==> config.mk <==
export PLATFORM = sky130hd
export DESIGN_NAME = btn_debounce_ctrl
export DESIGN_NICKNAME = d
export VERILOG_FILES = /design/src/rtl/btn_debounce_ctrl_pkg.sv /design/src/rtl/btn_debounce_ctrl_cell.sv /design/src/rtl/btn_debounce_ctrl.sv
export SDC_FILE = /design/constraint.sdc
export NUM_CORES = 1
export LEC_CHECK = 0
export ABC_AREA = 1
export BUFFER_PORTS_ARGS = -buffer_cell sky130_fd_sc_hd__buf_2
export CORE_MARGIN = 8
export CORE_UTILIZATION = 57
export CTS_CLUSTER_DIAMETER = 120
export CTS_CLUSTER_SIZE = 20
export DETAILED_ROUTE_END_ITERATION = 8
export HOLD_SLACK_MARGIN = 0.12
export PLACE_DENSITY = 0.81
export SLEW_MARGIN = 40
export SYNTH_ARGS = -nofsm -noshare
export SYNTH_HDL_FRONTEND = slang
export SYNTH_HIERARCHICAL = 1
export SYNTH_SLANG_ARGS = --single-unit
==> constraint.sdc <==
create_clock -name clk -period 1.5 [get_ports clk]
set_input_delay 0.375 -clock clk [delete_from_list [all_inputs] [get_ports clk]]
set_output_delay 0.375 -clock clk [all_outputs]
set_load 0.05 [all_outputs]
==> src/rtl/btn_debounce_ctrl_pkg.sv <==
`default_nettype none
// ============================================================================
// Module      : btn_debounce_ctrl_pkg
// Description : Shared definitions for the push-button debounce controller.
//               - Per-button FSM state encoding.
//               - Board button index constants (bit i of the button bus).
// Revision    : 1.0 - initial release
// ============================================================================
package btn_debounce_ctrl_pkg;

  // Debounce FSM states; the encoding is fixed and shared with other blocks.
  typedef enum logic [1:0] {
    S_IDLE         = 2'd0,
    S_PRESS_WAIT   = 2'd1,
    S_HELD         = 2'd2,
    S_RELEASE_WAIT = 2'd3
  } btn_state_t;

  // Board button positions on the btn_raw bus.
  localparam int BTN_C = 0;
  localparam int BTN_U = 1;
  localparam int BTN_D = 2;
  localparam int BTN_L = 3;
  localparam int BTN_R = 4;

endpackage : btn_debounce_ctrl_pkg
`default_nettype wire

==> src/rtl/btn_debounce_ctrl_cell.sv <==
`default_nettype none
// ============================================================================
// Module      : btn_debounce_cell
// Description : Debounces a single push-button.
//               2-FF synchronizer, 4-state debounce FSM with stability
//               counter, registered level and one-cycle press/release pulses.
//               Optional long-press detector when BTN_LONG_PRESS_EN is
//               defined; otherwise btn_long is tied to 0.
// Ports       : clk         - system clock
//               rst_n       - synchronous active-low reset
//               btn_raw     - asynchronous raw pin, 1 = pressed
//               btn_level   - debounced level (registered)
//               btn_press   - 1-cycle pulse on accepted press
//               btn_release - 1-cycle pulse on accepted release
//               btn_long    - 1-cycle pulse on long press
// Revision    : 1.0 - initial release
// ============================================================================
module btn_debounce_cell
  import btn_debounce_ctrl_pkg::*;
#(
  parameter int CNT_W        = 20,
  parameter int DEBOUNCE_CYC = 1000000,
  parameter int LONG_CYC     = 100000000
) (
  input  logic clk,
  input  logic rst_n,
  input  logic btn_raw,
  output logic btn_level,
  output logic btn_press,
  output logic btn_release,
  output logic btn_long
);

  localparam logic [CNT_W-1:0] c_cnt_last = CNT_W'(DEBOUNCE_CYC - 1);

  logic             r_s1;
  logic             r_s;
  btn_state_t       r_state;
  logic [CNT_W-1:0] r_cnt;
  logic             r_level;
  logic             r_press;
  logic             r_release;

  btn_state_t       w_state_nxt;
  logic [CNT_W-1:0] w_cnt_nxt;
  logic             w_level_nxt;
  logic             w_press_nxt;
  logic             w_release_nxt;

  always_ff @(posedge clk) begin
    if (!rst_n) begin
      r_s1      <= 1'b0;
      r_s       <= 1'b0;
      r_state   <= S_IDLE;
      r_cnt     <= '0;
      r_level   <= 1'b0;
      r_press   <= 1'b0;
      r_release <= 1'b0;
    end else begin
      r_s1      <= btn_raw;
      r_s       <= r_s1;
      r_state   <= w_state_nxt;
      r_cnt     <= w_cnt_nxt;
      r_level   <= w_level_nxt;
      r_press   <= w_press_nxt;
      r_release <= w_release_nxt;
    end
  end

  // The counter only runs in the two WAIT states and is cleared on every
  // state change, so it can never exceed DEBOUNCE_CYC-1 and never wraps.
  always_comb begin
    w_state_nxt   = r_state;
    w_cnt_nxt     = r_cnt;
    w_level_nxt   = r_level;
    w_press_nxt   = 1'b0;
    w_release_nxt = 1'b0;
    case (r_state)
      S_IDLE: begin
        if (r_s) begin
          w_state_nxt = S_PRESS_WAIT;
          w_cnt_nxt   = '0;
        end
      end
      S_PRESS_WAIT: begin
        if (!r_s) begin
          w_state_nxt = S_IDLE;
          w_cnt_nxt   = '0;
        end else if (r_cnt == c_cnt_last) begin
          w_state_nxt = S_HELD;
          w_cnt_nxt   = '0;
          w_level_nxt = 1'b1;
          w_press_nxt = 1'b1;
        end else begin
          w_cnt_nxt = r_cnt + 1'b1;
        end
      end
      S_HELD: begin
        if (!r_s) begin
          w_state_nxt = S_RELEASE_WAIT;
          w_cnt_nxt   = '0;
        end
      end
      S_RELEASE_WAIT: begin
        if (r_s) begin
          w_state_nxt = S_HELD;
          w_cnt_nxt   = '0;
        end else if (r_cnt == c_cnt_last) begin
          w_state_nxt   = S_IDLE;
          w_cnt_nxt     = '0;
          w_level_nxt   = 1'b0;
          w_release_nxt = 1'b1;
        end else begin
          w_cnt_nxt = r_cnt + 1'b1;
        end
      end
      default: begin
        w_state_nxt = S_IDLE;
        w_cnt_nxt   = '0;
      end
    endcase
  end

  assign btn_level   = r_level;
  assign btn_press   = r_press;
  assign btn_release = r_release;

`ifdef BTN_LONG_PRESS_EN
  localparam int                LCNT_W      = $clog2(LONG_CYC + 1);
  localparam logic [LCNT_W-1:0] c_long_last = LCNT_W'(LONG_CYC - 1);
  localparam logic [LCNT_W-1:0] c_long_max  = LCNT_W'(LONG_CYC);

  logic [LCNT_W-1:0] r_lcnt;
  logic              r_long;

  // lcnt restarts only on a fresh accepted press; a bounce through
  // RELEASE_WAIT back to HELD keeps the hold time accumulated so far.
  // Saturating one past the trigger value guarantees a single pulse.
  always_ff @(posedge clk) begin
    if (!rst_n) begin
      r_lcnt <= '0;
      r_long <= 1'b0;
    end else begin
      r_long <= 1'b0;
      if (r_state == S_PRESS_WAIT && w_state_nxt == S_HELD) begin
        r_lcnt <= '0;
      end else if (r_state == S_HELD) begin
        if (r_lcnt == c_long_last) begin
          r_long <= 1'b1;
        end
        if (r_lcnt != c_long_max) begin
          r_lcnt <= r_lcnt + 1'b1;
        end
      end
    end
  end

  assign btn_long = r_long;
`else
  assign btn_long = 1'b0;
`endif

endmodule : btn_debounce_cell
`default_nettype wire

==> src/rtl/btn_debounce_ctrl.sv <==
`default_nettype none
// ============================================================================
// Module      : btn_debounce_ctrl
// Description : Debounces N_BTN raw board push-buttons into clean levels and
//               single-cycle press/release (and optional long-press) events.
//               One btn_debounce_cell per button; buttons are independent.
//               Optional feature macro: BTN_LONG_PRESS_EN (long-press pulse
//               on btn_long; when undefined btn_long is constant 0).
// Ports       : clk         - system clock
//               rst_n       - synchronous active-low reset
//               btn_raw     - raw button pins, 1 = pressed
//               btn_level   - debounced levels
//               btn_press   - 1-cycle press pulses
//               btn_release - 1-cycle release pulses
//               btn_long    - 1-cycle long-press pulses
// Revision    : 1.0 - initial release
// ============================================================================
module btn_debounce_ctrl
  import btn_debounce_ctrl_pkg::*;
#(
  parameter int N_BTN        = 5,
  parameter int CNT_W        = 20,
  parameter int DEBOUNCE_CYC = 1000000,
  parameter int LONG_CYC     = 100000000
) (
  input  logic             clk,
  input  logic             rst_n,
  input  logic [N_BTN-1:0] btn_raw,
  output logic [N_BTN-1:0] btn_level,
  output logic [N_BTN-1:0] btn_press,
  output logic [N_BTN-1:0] btn_release,
  output logic [N_BTN-1:0] btn_long
);

  if (DEBOUNCE_CYC == 0 || longint'(DEBOUNCE_CYC) >= (longint'(1) << CNT_W)) begin : g_bad_debounce
    $error("btn_debounce_ctrl: DEBOUNCE_CYC must be in 1 .. 2^CNT_W-1");
  end

  if (LONG_CYC < 1) begin : g_bad_long
    $error("btn_debounce_ctrl: LONG_CYC must be at least 1");
  end

  for (genvar i = 0; i < N_BTN; i++) begin : g_btn
    btn_debounce_cell #(
      .CNT_W        (CNT_W),
      .DEBOUNCE_CYC (DEBOUNCE_CYC),
      .LONG_CYC     (LONG_CYC)
    ) u_cell (
      .clk         (clk),
      .rst_n       (rst_n),
      .btn_raw     (btn_raw[i]),
      .btn_level   (btn_level[i]),
      .btn_press   (btn_press[i]),
      .btn_release (btn_release[i]),
      .btn_long    (btn_long[i])
    );
  end

endmodule : btn_debounce_ctrl
`default_nettype wire
==> results of run 1 <==
==> critical path, delay by kind of cell, from the launching register on <==
family,cells,cell delay (ns)
AO/OA/AOI/OAI,1,0.17
adder cells (fa/ha/maj),1,0.15
buffers and inverters,2,0.15
flip-flops,1,0.36
AND/OR/NAND/NOR,5,0.52
==> cell usage after synthesis, types with 15 or more instances <==
| cell | count | share of area [%] |
|---|---|---|
| sky130_fd_sc_hd__nand2_1 | 357 | 17 |
| sky130_fd_sc_hd__nor2_1 | 155 | 7.4 |
| sky130_fd_sc_hd__dfxtp_1 | 135 | 34 |
| sky130_fd_sc_hd__inv_1 | 123 | 5.9 |
| sky130_fd_sc_hd__a21oi_1 | 75 | 4.8 |
| sky130_fd_sc_hd__nand3_1 | 70 | 4.4 |
| sky130_fd_sc_hd__o21ai_0 | 50 | 3.2 |
| sky130_fd_sc_hd__nand4_1 | 34 | 2.7 |
| sky130_fd_sc_hd__nand2_2 | 24 | 1.9 |
| sky130_fd_sc_hd__nor2_2 | 24 | 1.9 |
| sky130_fd_sc_hd__inv_2 | 23 | 1.1 |
| sky130_fd_sc_hd__nor2_4 | 16 | 2.3 |
| sky130_fd_sc_hd__nor3_1 | 15 | 0.95 |
==> layout make-up <==
| cell class | instances | area [µm²] | area share, % |
|---|---|---|---|
| clock buffers | 18 | 439.2 | 4.647 |
| clock inverters | 13 | 180.2 | 1.907 |
| inverters | 157 | 611.8 | 6.474 |
| multi-input cells | 904 | 4642 | 49.12 |
| flip-flops and latches | 135 | 2754 | 29.14 |
| well taps | 180 | 225.2 | 2.383 |
| repair buffers | 85 | 598.1 | 6.329 |
==> registers in the layout, indices dropped and copies added, names as in the netlist, named ones only <==
signal / cells
g_btn.u_cell/r_state: 5
g_btn.u_cell/btn_level: 5
g_btn.u_cell/r_s: 5
g_btn.u_cell/r_cnt: 100
g_btn.u_cell/btn_press: 5
g_btn.u_cell/r_s1: 5
g_btn.u_cell/btn_release: 5
==> report_power, final <==
part           total (W)  internal (W)  switching (W)  leakage [nW]
sequential       0.00369       0.00363      0.0000584          1.11
combinational   0.000705      0.000200       0.000505          2.41
clock            0.00438       0.00280        0.00158         0.298
total            0.00878       0.00664        0.00214          3.82
==> stage by stage <==
| stage | total power, W | setup TNS [ns] |
|---|---|---|
| after global routing | 0.009090 | -0.2428 |
| after detailed placement | 0.004429 | -0.03809 |
| after CTS | 0.008805 | -0.01171 |
| after global placement | 0.004421 | 0 |
| final | 0.008781 | 0 |
| after floorplan | 0.004231 | 0 |
==> kinds of logic after synthesis <==
logic type / Yosys count / share of synthesized area (%)
adder cells (fa/ha/maj): 5 / 0.7942
XOR/XNOR: 13 / 1.445
other: 5 / 0.2383
buffers and inverters: 185 / 9.911
flip-flops: 135 / 34.31
AND/OR/NAND/NOR: 728 / 42.57
AO/OA/AOI/OAI: 153 / 10.74
==> placed cells by master, fill, tap and decap left out, types with 17 or more instances in the layout <==
cell	instances
sky130_fd_sc_hd__nand4_1	34
sky130_fd_sc_hd__inv_2	22
sky130_fd_sc_hd__o21ai_0	48
sky130_fd_sc_hd__dfxtp_2	29
sky130_fd_sc_hd__dfxtp_1	102
sky130_fd_sc_hd__nor2_1	143
sky130_fd_sc_hd__buf_2	21
sky130_fd_sc_hd__nor2_2	31
sky130_fd_sc_hd__inv_1	123
sky130_fd_sc_hd__clkbuf_16	17
sky130_fd_sc_hd__nand2_2	32
sky130_fd_sc_hd__buf_4	63
sky130_fd_sc_hd__nor2_4	21
sky130_fd_sc_hd__a21oi_1	75
sky130_fd_sc_hd__nand2_1	342
sky130_fd_sc_hd__nand3_1	68
==> metal layers <==
| layer | vias to the layer above | wire length [µm] | GRT usage, % |
|---|---|---|---|
| met2 | 246 | 8878 | 33.45 |
| met5 | - | 0 | 0 |
| met4 | 0 | 223 | 6.862 |
| met3 | 23 | 1077 | 4.292 |
| met1 | 3608 | 8661 | 26.24 |
| li1 | 4018 | - | - |
==> repair_timing <==
item / CTS / global route
resized for setup: 7 / 95
hold buffers: 0 / 0
cloned: 0 / 0
buffers inserted: 0 / 12
pin swaps: 2 / 34
endpoints found under the setup margin: 6 / 88
==> worst paths after layout <==
path,slack [ns],startpoint,end
hold / removal,0.14,btn_raw[0],g_btn[0].u_cell/r_s1
setup / recovery,0.03,g_btn[3].u_cell/r_cnt[1],g_btn[3].u_cell/r_cnt[0]
setup reg to reg,0.03,g_btn[3].u_cell/r_cnt[1],g_btn[3].u_cell/r_cnt[0]
hold reg to reg,0.41,g_btn[1].u_cell/r_s1,g_btn[1].u_cell/r_s
==> parameters.txt, run 1 <==
Parameter                              Value

Final layout
  Number of inserted filler cells in the final layout    1147
  Layout area overhead    19.97%
  Post-route standard cell area excluding fillers    0.009450 mm²
  Total inserted antenna cells    0
  Final cell utilization of the core    between 60 and 70%
  Final standard cell count with taps included and fillers excluded    between 1000 and 1500
  Share of post-route cells with drive strength above 1    23.17%
  Nets    between 1000 and 1500

Clock network
  CTS Buf Count    17
  Clk_lat worst skew    0.42 ns
  Number of sinks driven by the clock tree    135
  Depth of the CTS H-tree    4
  Buffer cell driving the clock tree root    sky130_fd_sc_hd__clkbuf_16
  Clock tree from TritonCTS    yes
  Clock-pin slew reported for the worst setup and hold paths after clock tree synthesis    0.06 ns
  Number of buffers on the longest clock path    2

Die
  Top-level port count    27
  Num rows    43
  Die X-Extent    approximately 130 µm
  Starting density of the core    57.65%
  Core region area    0.01367 mm²
  DIE HEIGHT    ~130 µm
  Die outline area    0.01784 mm²

Timing
  Maximum achievable frequency    681.3 MHz
  Worst hold margin    0.1382 ns
  Max Transition Viols Final    0
  Setup repair after global routing missed its margin    yes
  # setup viols final    0
  Final min period    roughly 1.5 ns
  Share of the cycle needed by the critical path after routing    97.86%
  Skew final    0.006300 ns
  Setup ws final    ~0.032 ns
  Endpoints failing hold    0

Power and ir drop
  Leakage power summed over all cells    roughly 3.8 nW
  Worst ir drop on vdd    0.7239 mV
  Total power per unit cell area    929.2 mW/mm²

Worst setup path
  Critical Path End Type    flip-flop
  Worst setup path category    reg2reg
  Worst Path Required    1.82 ns
  Worst Path Arrival    1.78 ns
  Max Fanout on Critical Path    13
  FF-to-FF path depth    9
  Peak per-stage delay on the critical path    0.36 ns
  Slowest-stage cell, CP    sky130_fd_sc_hd__dfxtp_2
  Critical Path Start Type    flip-flop
  Cells along the critical path    ha_4 -> nand2_4 -> inv_2 -> nand2_2 -> nor2_4 -> nand3_4 -> nand2_8 -> inv_6 -> o21a_1

Detailed routing
  Mean routed wirelength per cell    around 13 µm
  Count of unresolved DRC violations after routing    0
  Total via count in the routed design    7895
  Vias per Instance    around 5.3
  Post-route antenna net violation count    0
  Pre-antenna DRT Iters    6
  Initial detailed-routing violation count    between 700 and 800
  Post-detailed-routing wire length    18840 µm

Synth
  Cell count after synthesis    1224
  Sequential fraction of the synthesis area    34.31%
  Count of flip-flops with a built-in enable after synthesis    0
  Avg Cell Area, Syn    approximately 6.4 µm²
  Number of warnings printed during yosys synthesis    6
  Post-synthesis async set-or-reset flop share    0%
  Syn Nets    1236
  Post-synthesis register bit count    between 100 and 150
  Most used DFF post-synth    sky130_fd_sc_hd__dfxtp_1
  Yosys cell types    39
  Post-synthesis instance area    0.007878 mm²

Outcome
  Run status    complete, no violations

GRT
  Pin count of the biggest net entering global routing    20
  Aggregate global-route resource usage    20.47%
  Initial antenna violation count    0
  Global-route wire length before repair    31010 µm
  Overflow after GRT    0
  Number of global-route vias before repair    ~7000

Placed design
  Post-placement setup slack    -0.02542 ns
  DP Cell Count    1449
  Post-Place Cell Area    0.008429 mm²
  Post-detailed-placement half-perimeter wirelength    between 10000 and 15000 µm
  Count of input and output buffers    21
  Final RePlAce weighted congestion    0.9156

Min path
  Hold Path Stages    3
  Type of the tightest min-delay check    in2reg

Job
  Max capacitance violation total    0
No activity file was read; power rests on OpenSTA's default activity.
==> inputs of run 2 (changes only) <==
--- a/config.mk
+++ b/config.mk
@@ -13,8 +13,7 @@
 export CTS_CLUSTER_SIZE = 20
 export DETAILED_ROUTE_END_ITERATION = 8
 export HOLD_SLACK_MARGIN = 0.12
-export PLACE_DENSITY = 0.81
-export SLEW_MARGIN = 40
+export PLACE_DENSITY = 0.77
 export SYNTH_ARGS = -nofsm -noshare
 export SYNTH_HDL_FRONTEND = slang
 export SYNTH_HIERARCHICAL = 1
==> parameters.txt, run 2 (same netlist as run 1, synthesis figures left out) <==
Parameter                              Value

Outcome
  Run status    complete, no violations

Die
  Starting density of the core    57.65%
  DIE HEIGHT    around 130 µm
  Die X-Extent    133.6 µm
  Die outline area    0.01784 mm²
  Num rows    43
  Top-level port count    27
  Core region area    0.01367 mm²

Detailed routing
  Post-detailed-routing wire length    18540 µm
  Pre-antenna DRT Iters    5
  Total via count in the routed design    7764
  Vias per Instance    5.183
  Initial detailed-routing violation count    553
  Mean routed wirelength per cell    ~12 µm
  Post-route antenna net violation count    0
  Count of unresolved DRC violations after routing    0

Timing
  Endpoints failing hold    0
  Worst hold margin    ~0.14 ns
  Skew final    0.007834 ns
  Final min period    about 1.5 ns
  Share of the cycle needed by the critical path after routing    between 90% and 100%
  Setup repair after global routing missed its margin    yes
  Maximum achievable frequency    680.9 MHz
  Max Transition Viols Final    0
  # setup viols final    0
  Fin Setup TNS    0 ns

Min path
  Type of the tightest min-delay check    in2reg
  Hold path start    btn_raw[2]
  Hold Path Stages    3
  Terminating pin of the worst hold path    g_btn[2].u_cell/r_s1

Job
  Max capacitance violation total    0

GRT
  Global-route wire length before repair    30680 µm
  Pin count of the biggest net entering global routing    21
  Number of global-route vias before repair    around 7000
  Aggregate global-route resource usage    20.08%
  Initial antenna violation count    0
  Overflow after GRT    0

Power and ir drop
  Worst ir drop on vdd    0.7699 mV
  Leakage power summed over all cells    3.857 nW
  Total power per unit cell area    878.8 mW/mm²

Clock network
  Depth of the CTS H-tree    4
  CTS Buf Count    17
  Clock-pin slew reported for the worst setup and hold paths after clock tree synthesis    0.05 ns
  Hold buffers post-CTS    0
  Number of buffers on the longest clock path    2
  Buffer cell driving the clock tree root    sky130_fd_sc_hd__clkbuf_16
  Number of sinks driven by the clock tree    135
  Clock tree from TritonCTS    yes
  Clk_lat worst skew    0.42 ns

Worst setup path
  FF-to-FF setup slack    0.03 ns
  Critical Path Start Type    flip-flop
  Worst Path Required    roughly 1.8 ns
  Endpoint of the lowest-slack register-to-register path    g_btn[1].u_cell/btn_level
  Reg-to-reg startpoint    g_btn[1].u_cell/r_cnt[1]
  FF-to-FF path depth    9
  Worst Path Arrival    1.76 ns
  Critical Path End Type    flip-flop
  Worst setup path category    reg2reg
  Max Fanout on Critical Path    4

Placed design
  Post-Place Cell Area    0.008437 mm²
  Count of input and output buffers    21
  Final RePlAce weighted congestion    between 0.9 and 1
  DP Cell Count    1450
  Post-detailed-placement half-perimeter wirelength    12420 µm

Final layout
  Top library cells by usage in the layout, fill and taps aside    sky130_fd_sc_hd__nand2_1, sky130_fd_sc_hd__nor2_1, sky130_fd_sc_hd__inv_1
  Flip-flop count of the largest register after layout    100
  Post-route standard cell area excluding fillers    0.009425 mm²
  Most common cell after layout, fill and taps aside    sky130_fd_sc_hd__nand2_1
  Nets    1321
  Final standard cell count with taps included and fillers excluded    about 1500
  Share of post-route cells with drive strength above 1    23.14%
  Total inserted antenna cells    0
  Register with the most flip-flops    g_btn.u_cell/r_cnt
  Layout area overhead    19.65%
[run 2: cell types whose count changed in the layout (fill, tap and decap cells not counted), sizes merged]
| cell | before | now |
|---|---|---|
| buf | 85 | 94 |
| clkbuf | 18 | 23 |
| clkinv | 13 | 10 |
| clkinvlp | 3 | 0 |
| bufinv | 4 | 2 |
[run 2: repair_timing]
item	in CTS	in global routing
buffers inserted	1	19
gates resized for setup	2	95
pin swaps	1	35
endpoints found under the setup margin	2	86
[run 2: cell type report]
type                            count  area (µm²)
Inverter                          157       604.3
Clock inverter                      5       75.07
Timing Repair Buffer               94       665.6
Fill cell                        1131        4240
Multi-Input combinational cell    904        4639
Sequential cell                   135        2748
Tap cell                          180       225.2
Clock buffer                       23       467.9
[run 2: worst max path at each step]
stage | start | end | slack (ns)
floorplan | g_btn[1].u_cell/r_cnt[0] | g_btn[1].u_cell/r_cnt[0] | 0.03
global placement | g_btn[4].u_cell/r_cnt[0] | g_btn[4].u_cell/r_cnt[0] | 0.05
detailed placement | g_btn[4].u_cell/r_cnt[0] | g_btn[4].u_cell/r_cnt[0] | -0.0008
CTS | g_btn[3].u_cell/r_cnt[0] | g_btn[3].u_cell/r_cnt[16] | 0.003
global route | g_btn[1].u_cell/r_cnt[1] | g_btn[1].u_cell/btn_level | -0.06
finish | g_btn[1].u_cell/r_cnt[1] | g_btn[1].u_cell/btn_level | 0.03
[run 2: worst max-delay path: stages (launching register included)]
cell and delay, ns:
sky130_fd_sc_hd__dfxtp_2 0.35, sky130_fd_sc_hd__ha_4 0.15, sky130_fd_sc_hd__nand2_4 0.06, sky130_fd_sc_hd__inv_2 0.07, sky130_fd_sc_hd__nand2_2 0.06, sky130_fd_sc_hd__nor2_4 0.13
sky130_fd_sc_hd__nand3_4 0.13, sky130_fd_sc_hd__buf_4 0.17, sky130_fd_sc_hd__o21ai_0 0.15, sky130_fd_sc_hd__o21ai_1 0.07
[run 2: stage by stage]
stage          setup WS (ns)  utilization (%)  power, W
2_1_floorplan        0.03218                -  0.004231
4_1_cts             0.003018            65.80  0.008338
5_1_grt             -0.05998            68.97  0.008595
6_report             0.03145            68.97  0.008283
3_3_place_gp         0.05040            61.74  0.004417
3_5_place_dp      -0.0007873            61.74  0.004423
[run 2: report_power, final]
group / total (W) / internal [W] / switching [W]
clock: 0.00391 / 0.00248 / 0.00142
sequential: 0.00369 / 0.00364 / 0.0000516
combinational: 0.000686 / 0.000190 / 0.000497
total: 0.00828 / 0.00631 / 0.00197
[run 2: routing by layer]
metal,GRT usage [%],share of wire (%),wire length (µm)
met3,4.518,3.8,713
met4,6.925,1.6,303
met5,0,0,0
met1,25.10,46,8535
met2,33.26,48,8990
==> inputs of run 3 (changes only) <==
--- a/config.mk
+++ b/config.mk
@@ -8,12 +8,12 @@
 export ABC_AREA = 1
 export BUFFER_PORTS_ARGS = -buffer_cell sky130_fd_sc_hd__buf_2
 export CORE_MARGIN = 8
-export CORE_UTILIZATION = 57
+export CORE_UTILIZATION = 50
 export CTS_CLUSTER_DIAMETER = 120
 export CTS_CLUSTER_SIZE = 20
 export DETAILED_ROUTE_END_ITERATION = 8
 export HOLD_SLACK_MARGIN = 0.12
-export PLACE_DENSITY = 0.77
+export PLACE_DENSITY = 0.69
 export SYNTH_ARGS = -nofsm -noshare
 export SYNTH_HDL_FRONTEND = slang
 export SYNTH_HIERARCHICAL = 1
==> parameters.txt, run 3 (same netlist as run 1, synthesis figures left out) <==
Parameter                              Value

Worst setup path
  Worst Path Required    1.81 ns
  Peak per-stage delay on the critical path    roughly 0.35 ns
  Max Fanout on Critical Path    6
  Dominant delay contributor by cell family on the critical path    simple AND/OR/NAND/NOR gates
  FF-to-FF setup slack    0.02 ns
  Critical Path Start Type    flip-flop
  Worst Path Arrival    1.78 ns
  Slowest-stage cell, CP    sky130_fd_sc_hd__dfxtp_2
  Cells along the critical path    ha_4 -> nand2_4 -> inv_2 -> nand2_2 -> nor2_4 -> nand3_4 -> nand2_8 -> nor2_4 -> o21bai_1 -> inv_1
  Worst setup path category    reg2reg
  Critical Path End Type    flip-flop
  FF-to-FF path depth    10
  Endpoint of the lowest-slack register-to-register path    g_btn[3].u_cell/r_cnt[2]
  Most repeated library cell on the critical path    sky130_fd_sc_hd__nor2_4
  Worst path bufs/invs    2
  Reg-to-reg startpoint    g_btn[3].u_cell/r_cnt[1]

Clock network
  Depth of the CTS H-tree    4
  Clock tree from TritonCTS    yes
  Buffer cell driving the clock tree root    sky130_fd_sc_hd__clkbuf_16
  CTS Buf Count    17
  Clk_lat worst skew    0.42 ns
  Number of sinks driven by the clock tree    135
  Hold buffers post-CTS    0
  Number of buffers on the longest clock path    2
  Clock-pin slew reported for the worst setup and hold paths after clock tree synthesis    about 0.06 ns

Final layout
  Number of inserted filler cells in the final layout    roughly 1500
  Flip-flop count of the largest register after layout    100
  Layout area overhead    19.98%
  Total inserted antenna cells    0
  Top library cells by usage in the layout, fill and taps aside    sky130_fd_sc_hd__nand2_1, sky130_fd_sc_hd__nor2_1, sky130_fd_sc_hd__inv_1
  Final standard cell count with taps included and fillers excluded    ~1500
  Reg area    0.002739 mm²
  Most common cell after layout, fill and taps aside    sky130_fd_sc_hd__nand2_1
  Multi-input gate area in the final layout    0.004614 mm²
  Register with the most flip-flops    g_btn.u_cell/r_cnt
  Nets    1309
  Share of post-route cells with drive strength above 1    21.77%

Min path
  Hold Path Stages    3
  Terminating pin of the worst hold path    g_btn[0].u_cell/r_s1
  Hold path start    btn_raw[0]
  Type of the tightest min-delay check    in2reg

Detailed routing
  Mean routed wirelength per cell    11.91 µm
  Total via count in the routed design    7602
  Pre-antenna DRT Iters    6
  Post-detailed-routing wire length    18160 µm
  Initial detailed-routing violation count    400
  Vias per Instance    about 5
  Post-route antenna net violation count    0
  Count of unresolved DRC violations after routing    0

Die
  Die X-Extent    141.5 µm
  Num rows    between 40 and 50
  Die outline area    around 0.02 mm²
  Starting density of the core    50.32%
  Core region area    between 0.015 and 0.02 mm²
  DIE HEIGHT    141.5 µm
  Top-level port count    27

Timing
  Skew final    0.008121 ns
  Final min period    1.477 ns
  # setup viols final    0
  Setup repair after global routing missed its margin    yes
  Maximum achievable frequency    677.3 MHz
  Share of the cycle needed by the critical path after routing    98.44%
  Endpoints failing hold    0
  Max Transition Viols Final    0
  Worst hold margin    0.1352 ns

Power and ir drop
  Net switching power figure    0.002127 W
  Portion of total power attributed to combinational logic    7.7%
  Worst ir drop on vdd    roughly 0.78 mV
  Sw Ratio    24.15%
  Clock share of power    about half
  Total power per unit cell area    931.8 mW/mm²
  P_int    0.006680 W
  Reg power frac    41.9%
  Leakage power summed over all cells    approximately 3.8 nW

GRT
  Aggregate global-route resource usage    between 15 and 20%
  Global-route wire length before repair    30110 µm
  Number of global-route vias before repair    6738
  Overflow after GRT    0
  Pin count of the biggest net entering global routing    23
  Initial antenna violation count    0

Placed design
  Post-detailed-placement half-perimeter wirelength    12580 µm
  Count of input and output buffers    21
  DP Cell Count    1483
  Final RePlAce weighted congestion    0.8878

Job
  Max capacitance violation total    0

Outcome
  Run status    complete, no violations
==> run 3: changes by cell type in the layout (fill, tap and decap cells not counted), sizes merged <==
cell      previous run  this run
buf                 94        82
bufinv               2         4
clkbuf              23        19
clkinvlp             0         5
==> run 3: worst max path at each step <==
stage | end | cells after the start | from | slack [ns]
2_1_floorplan | g_btn[1].u_cell/r_cnt[0] | 10 | g_btn[1].u_cell/r_cnt[0] | 0.03
3_3_place_gp | g_btn[4].u_cell/r_cnt[0] | 9 | g_btn[4].u_cell/r_cnt[1] | 0.04
3_5_place_dp | g_btn[4].u_cell/r_cnt[0] | 9 | g_btn[4].u_cell/r_cnt[1] | -0.006
4_1_cts | g_btn[2].u_cell/r_cnt[16] | 9 | g_btn[2].u_cell/r_cnt[0] | 0.003
5_1_grt | g_btn[1].u_cell/r_cnt[16] | 9 | g_btn[1].u_cell/r_cnt[1] | -0.06
6_report | g_btn[3].u_cell/r_cnt[2] | 10 | g_btn[3].u_cell/r_cnt[1] | 0.02
==> run 3: area by class of cell <==
type | instances | share of cell area (%)
Multi-Input combinational cell | 904 | 48.82
Tap cell | 216 | 2.859
Timing Repair Buffer | 82 | 6.209
Clock inverter | 12 | 1.867
Clock buffer | 19 | 4.792
Inverter | 157 | 6.473
Sequential cell | 135 | 28.98
==> run 3: stage by stage <==
step	utilization, %	setup WS, ns	instance area [µm²]	power [W]	TNS [ns]
floorplan	-	0.03218	7878	0.004231	0
global placement	54.04	0.04440	8459	0.004424	0
detailed placement	54.04	-0.006425	8459	0.004429	-0.006425
CTS	58.12	0.003135	9099	0.008887	0
global route	60.37	-0.05799	9452	0.009152	-0.5552
finish	60.37	0.02346	9452	0.008807	0
==> run 3: power groups by stage <==
stage / Sequential, W / Combinational [W] / Clock (W)
final: 0.00369 / 0.000681 / 0.00444
after global routing: 0.00369 / 0.000759 / 0.00470
after CTS: 0.00369 / 0.000668 / 0.00453
after detailed placement: 0.00376 / 0.000665 / 0
after global placement: 0.00376 / 0.000661 / 0
after floorplan: 0.00376 / 0.000475 / 0
==> run 3: routing by layer <==
metal	global-route usage [%]	part of all wire, %
met2	29.74	48
met1	22.61	48
met3	4.267	3.7
met5	0	0
met4	5.540	0.80
==> run 3: what timing repair did <==
action                     in CTS  in global routing
pin swaps                       1                 29
setup endpoints to repair       1                 82
gates resized for setup         1                 89
setup buffers                   1                 10
==> run 3: tightest hold or removal path: stages <==
cell	delay, ns
sky130_fd_sc_hd__buf_2	0.07
sky130_fd_sc_hd__nand2_1	0.04
sky130_fd_sc_hd__inv_1	0.04
